### src/rtl/pingpong_writer.sv
// pingpong_writer
//   Producer-side controller for the two-bank (ram1/ram2) display double
//   buffer. It takes a valid/ready sample stream and fills one 32-entry bank
//   while the display reader drains the other. Banks are filled and read
//   alternately, starting with ram1.
//
// Optional feature (macro PINGPONG_STALL_CNT_EN):
//   Adds output stall_cnt[15:0]. It counts the edges where in_valid = 1 and
//   in_ready = 0, saturates at 16'hFFFF, and is cleared only by resetn.
//
// Ports
//   clk_new            clock
//   resetn             synchronous, active-low reset
//   in_valid/in_data   sample stream from the producer
//   in_ready           block accepts a sample this cycle (state decode only)
//   rd_done            one-cycle pulse: reader has finished bank rd_bank
//   ram1_write_*       bank 1 write port (registered)
//   ram2_write_*       bank 2 write port (registered)
//   bank_full          bit0 = ram1 holds a frame, bit1 = ram2 holds a frame
//   rd_bank            bank the reader must consume next (0 = ram1, 1 = ram2)
//   frame_ready        one-cycle pulse when a bank becomes full
module pingpong_writer #(
    parameter int DATA_W = 8,
    parameter int ADDR_W = 5,
    parameter int DEPTH  = 32
) (
    input  logic              clk_new,
    input  logic              resetn,
    input  logic              in_valid,
    input  logic [DATA_W-1:0] in_data,
    output logic              in_ready,
    input  logic              rd_done,
    output logic              ram1_write_en,
    output logic [ADDR_W-1:0] ram1_write_address,
    output logic [DATA_W-1:0] ram1_write_data,
    output logic              ram2_write_en,
    output logic [ADDR_W-1:0] ram2_write_address,
    output logic [DATA_W-1:0] ram2_write_data,
    output logic [1:0]        bank_full,
`ifdef PINGPONG_STALL_CNT_EN
    output logic [15:0]       stall_cnt,
`endif
    output logic              rd_bank,
    output logic              frame_ready
);

    typedef enum logic {FILL = 1'b0, WAIT = 1'b1} state_t;

    localparam logic [ADDR_W-1:0] LAST_ADDR = ADDR_W'(DEPTH - 1);

    state_t            state;
    logic              wr_bank;
    logic [ADDR_W-1:0] wr_ptr;
    // A completed bank is flagged full one edge after its last transfer, so
    // the reader never sees it before the final word is committed.
    logic              set_pend;
    logic              set_bank;

    logic       xfer;
    logic       last;
    logic       clr;
    logic [1:0] bf_nxt;

    assign in_ready = (state == FILL);
    assign xfer     = in_valid && in_ready;
    assign last     = xfer && (wr_ptr == LAST_ADDR);
    assign clr      = rd_done && bank_full[rd_bank];

    // Occupancy after this edge: the reader's clear and the delayed set
    // always target different banks, so both apply.
    always_comb begin
        bf_nxt = bank_full;
        if (clr)
            bf_nxt[rd_bank] = 1'b0;
        if (set_pend)
            bf_nxt[set_bank] = 1'b1;
    end

    always_ff @(posedge clk_new) begin
        if (!resetn) begin
            state              <= FILL;
            wr_bank            <= 1'b0;
            wr_ptr             <= '0;
            bank_full          <= 2'b00;
            rd_bank            <= 1'b0;
            frame_ready        <= 1'b0;
            set_pend           <= 1'b0;
            set_bank           <= 1'b0;
            ram1_write_en      <= 1'b0;
            ram1_write_address <= '0;
            ram1_write_data    <= '0;
            ram2_write_en      <= 1'b0;
            ram2_write_address <= '0;
            ram2_write_data    <= '0;
        end else begin
            // Write port: one registered strobe per accepted sample.
            ram1_write_en <= xfer && !wr_bank;
            ram2_write_en <= xfer &&  wr_bank;
            if (xfer && !wr_bank) begin
                ram1_write_address <= wr_ptr;
                ram1_write_data    <= in_data;
            end
            if (xfer && wr_bank) begin
                ram2_write_address <= wr_ptr;
                ram2_write_data    <= in_data;
            end

            if (xfer)
                wr_ptr <= last ? '0 : wr_ptr + 1'b1;

            set_pend    <= last;
            set_bank    <= wr_bank;
            frame_ready <= set_pend;
            bank_full   <= bf_nxt;
            if (clr)
                rd_bank <= ~rd_bank;

            case (state)
                FILL: begin
                    if (last) begin
                        wr_bank <= ~wr_bank;
                        // Park if the bank we move to still holds an unread
                        // frame once this edge's clear/set have applied.
                        if (bf_nxt[~wr_bank])
                            state <= WAIT;
                    end
                end
                WAIT: begin
                    if (!bank_full[wr_bank])
                        state <= FILL;
                end
                default: state <= FILL;
            endcase
        end
    end

`ifdef PINGPONG_STALL_CNT_EN
    always_ff @(posedge clk_new) begin
        if (!resetn)
            stall_cnt <= '0;
        else if (in_valid && !in_ready && stall_cnt != 16'hFFFF)
            stall_cnt <= stall_cnt + 16'd1;
    end
`endif

    // The writer only fills an empty bank and the reader only clears a full
    // one, so a set and a clear never land on the same bank.
    always_ff @(posedge clk_new) begin
        if (resetn)
            assert (!(set_pend && clr && (set_bank == rd_bank)));
    end

endmodule

### config.mk
export PLATFORM = sky130hd
export DESIGN_NAME = pingpong_writer
export DESIGN_NICKNAME = d
export VERILOG_FILES = /design/src/rtl/pingpong_writer.sv
export SDC_FILE = /design/constraint.sdc
export NUM_CORES = 1
export LEC_CHECK = 0
export CELL_PAD_IN_SITES_DETAIL_PLACEMENT = 2
export CELL_PAD_IN_SITES_GLOBAL_PLACEMENT = 2
export CORE_MARGIN = 2
export CORE_UTILIZATION = 23
export DETAILED_ROUTE_END_ITERATION = 8
export PLACE_DENSITY_LB_ADDON = 0.05
export RECOVER_POWER = 100
export SYNTH_ARGS = -nofsm -noshare
export SYNTH_HDL_FRONTEND = slang
export SYNTH_SLANG_ARGS = --single-unit
### constraint.sdc
create_clock -name clk_new -period 1.7 [get_ports clk_new]
set_clock_uncertainty 0.2 [all_clocks]
set_input_delay 0.34 -clock clk_new [delete_from_list [all_inputs] [get_ports clk_new]]
set_output_delay 0.34 -clock clk_new [all_outputs]
set_load 0.005 [all_outputs]
==> flow_summary.json <==
{
  "path_cells": "ha_4, and3_4, ha_4, or4b_1, a21oi_1",
  "syn-cell-area_sq_mm": 0.00152,
  "clockBufferDepth": 2,
  "io_pins": 45,
  "slew_viol_final": 0,
  "drc_errors": 0,
  "synth-seq-cells": 41,
  "cts-root-buf": "clkbuf_8",
  "routed_via_density": 4.65,
  "drive_above_1_share_pct": 19.2,
  "fin_hold_ws_ps": 256,
  "numCtsBuffers": 5,
  "tightest_slew_ps": 495,
  "cts_sinks": 41,
  "violations": "negative setup slack",
  "min_path_type": "reg -> reg",
  "path_buf_inv": 0,
  "relSlewSlack_pct": 67.0,
  "wl_per_cell_um": 15.6,
  "ant_nets": 0,
  "ys_async_sr_fraction_pct": 0,
  "synth_area_leader_cell": "dfxtp_1",
  "overflow": 0,
  "synth_cells": 182,
  "p_per_area_mw_per_mm2": 746,
  "end_kind": "register",
  "cts_tree": "done",
  "synth_nets": 196,
  "place.gp.congestion": 0.743,
  "fp-row-count": 29,
  "rsz0062_at_grt": "yes",
  "antenna_found_initial": 0,
  "cp_slowest_cell": "or4b_1",
  "drv_cap": 0,
  "cpPeakStageDelay_ps": 480,
  "diodes": 0,
  "wirelength_um": 5010,
  "power.ir.vdd_worst_uv": 296,
  "p_leak_uw": 0.000977,
  "fmax_mhz": 575,
  "path_clk_slew_ps": 80,
  "cp-start-kind": "register",
  "dr_total_vias": 1497,
  "fill_cells": 718,
  "setup_viol": 2,
  "hold_viol_final": 0,
  "grt_use_total_pct": 14.7,
  "yosysWarnings": 0,
  "cp_max_fo": 5,
  "dp_hpwl_um": 3600,
  "initial_core_util_pct": 23.9,
  "syn_avg_cell_area_sq_um": 8.34,
  "synthToLayoutAreaGrowth_pct": 55.4,
  "fin_crit_sh_pct": 102,
  "status": "finished with violations",
  "dieArea_sq_mm": 0.00726,
  "grt_pass1_vias": 1672,
  "finalCriticalPeriod_ps": 1740,
  "die_y_um": 85.2,
  "grt_max_degree": 26,
  "dieWidth_um": 85.2,
  "synth_enable_flop_cells": 0,
  "fin_util_pct": 37.1,
  "yosysSeqAreaShare_pct": 54.1,
  "cp.arrival_ps": 1760,
  "synth.top_cell.area_share_pct": 54.1,
  "core_sq_mm": 0.00635,
  "htreeDepth": 2,
  "clock_latency_ps": 290,
  "required_ps": 1720,
  "cp_common_cell": "ha_4",
  "first_pass_iters": 3,
  "port_buffers": 44,
  "criticalPathCategory": "reg -> reg",
  "drt_iter0_markers": 25,
  "power_uw": 1760,
  "nets": 258,
  "synth_flop_cell": "dfxtp_1",
  "critical_path.top_delay_family": "simple AND/OR/NAND/NOR gates",
  "setup_slack_ps": -39.3,
  "ys_top_cells_by_area": "dfxtp_1, nand2_1, a21oi_1",
  "synth_cell_types": 32,
  "grt_pass1_wl_um": 8340
}
## tightest hold or removal path: cells and delay by family, from the launching register on
kind | cells | cell delay [ps]
AO/OA/AOI/OAI | 1 | 50
AND/OR/NAND/NOR | 1 | 50
flip-flops | 1 | 310
## through the flow
| step | worst slack (ps) | instances | cell area [sq um] | setup TNS, ps |
|---|---|---|---|---|
| floorplan | 13.9 | 182 | 1540 | 0 |
| global placement | -322 | 310 | 2220 | -6290 |
| detailed placement | -372 | 310 | 2220 | -7730 |
| CTS | -56.8 | 322 | 2370 | -56.8 |
| global route | -70.2 | 322 | 2360 | -698 |
| finish | -39.3 | 322 | 2360 | -40.9 |
## synthesized netlist by cell type (2+ instances only)
cell and n:
a211oi_1 2, a21oi_1 34, buf_1 2, buf_2 2, clkbuf_1 5, dfxtp_1 41, ha_1 2, inv_1 4
nand2_1 55, nand2b_1 2, nand3_1 3, nand3b_1 4, nor2_1 6, o21ai_0 2
## placed cells by master, fill, tap and decap left out, types with 2 or more instances in the layout
| cell | synthesis | final |
|---|---|---|
| dlygate4sd3_1 | 0 | 2 |
| ha_4 | 0 | 2 |
| nor2_1 | 6 | 6 |
| nand2_1 | 55 | 55 |
| nand3_1 | 3 | 3 |
| dfxtp_2 | 0 | 9 |
| clkdlybuf4s25_1 | 0 | 8 |
| nand3b_1 | 4 | 4 |
| buf_12 | 0 | 3 |
| dlygate4sd2_1 | 0 | 5 |
| dfxtp_1 | 41 | 32 |
| inv_1 | 4 | 4 |
| clkbuf_2 | 1 | 2 |
| clkinv_2 | 0 | 2 |
| clkbuf_8 | 0 | 5 |
| dlymetal6s2s_1 | 0 | 7 |
| buf_4 | 0 | 16 |
| a21oi_1 | 34 | 33 |
| clkdlybuf4s50_1 | 0 | 22 |
| a211oi_1 | 2 | 2 |
| o21ai_0 | 2 | 2 |
## area by class of cell
cell class	count	area (sq um)	share of cell area (%)
clock inverter	2	10.0	0.424
tap	77	96.3	4.08
clock buffer	6	72.6	3.08
inverter	4	15.0	0.637
timing repair buffer	65	642	27.2
sequential	41	832	35.3
multi-input combinational	127	691	29.3
## layer usage
metal  vias up  global-route usage [%]  wire [um]
met2        34                    26.0       2560
li1        727                       -          -
met5         -                       0          0
met4         0                    5.77         95
met3         9                    3.60        217
met1       727                    17.1       2140
## cells by family after synthesis
kind of cell    share of synthesized area (%)
simple gates                             24.4
compound gates                           14.8
flops                                    54.1
buf+inv                                  3.71
fa+ha+maj                                1.65
xor+xnor                                0.577
mux                                     0.742
## report_power, final
| part | total [uW] | switching, uW | internal (uW) |
|---|---|---|---|
| registers | 989 | 10.6 | 978 |
| clock network | 619 | 334 | 285 |
| logic | 153 | 70.6 | 82.5 |
| total | 1760 | 415 | 1350 |
## flip-flops by register name, summed over array words and instances (netlist names)
signal              flops
wr_bank                 1
set_bank                1
ram2_write_address      5
state                   1
bank_full               2
ram2_write_data         8
frame_ready             1
wr_ptr                  5
ram1_write_data         8
set_pend                1
rd_bank                 1
ram2_write_en           1
ram1_write_address      5
ram1_write_en           1
## timing repair
| item | CTS | global route |
|---|---|---|
| hold buffers | 0 | 0 |
| resized for setup | 21 | 22 |
| hold endpoints to repair | 0 | 0 |
| cloned | 0 | 0 |
| setup buffers | 4 | 0 |
| endpoints found under the setup margin | 29 | 40 |
| pin swaps | 2 | 2 |
## path summary, 6_finish.rpt
path | start | end | slack (ps) | depth (start not counted)
setup / recovery | wr_ptr[1]$_SDFFE_PN0N_ | wr_ptr[2]$_SDFFE_PN0N_ | -40 | 5
hold / removal | ram2_write_data[7]$_SDFFE_PN0P_ | ram2_write_data[7]$_SDFFE_PN0P_ | 260 | 2
setup reg to reg | wr_ptr[1]$_SDFFE_PN0N_ | wr_ptr[2]$_SDFFE_PN0N_ | -40 | 5
hold reg to reg | ram2_write_data[7]$_SDFFE_PN0P_ | ram2_write_data[7]$_SDFFE_PN0P_ | 260 | 2
Note: power is estimated with default switching activity, not from simulation.
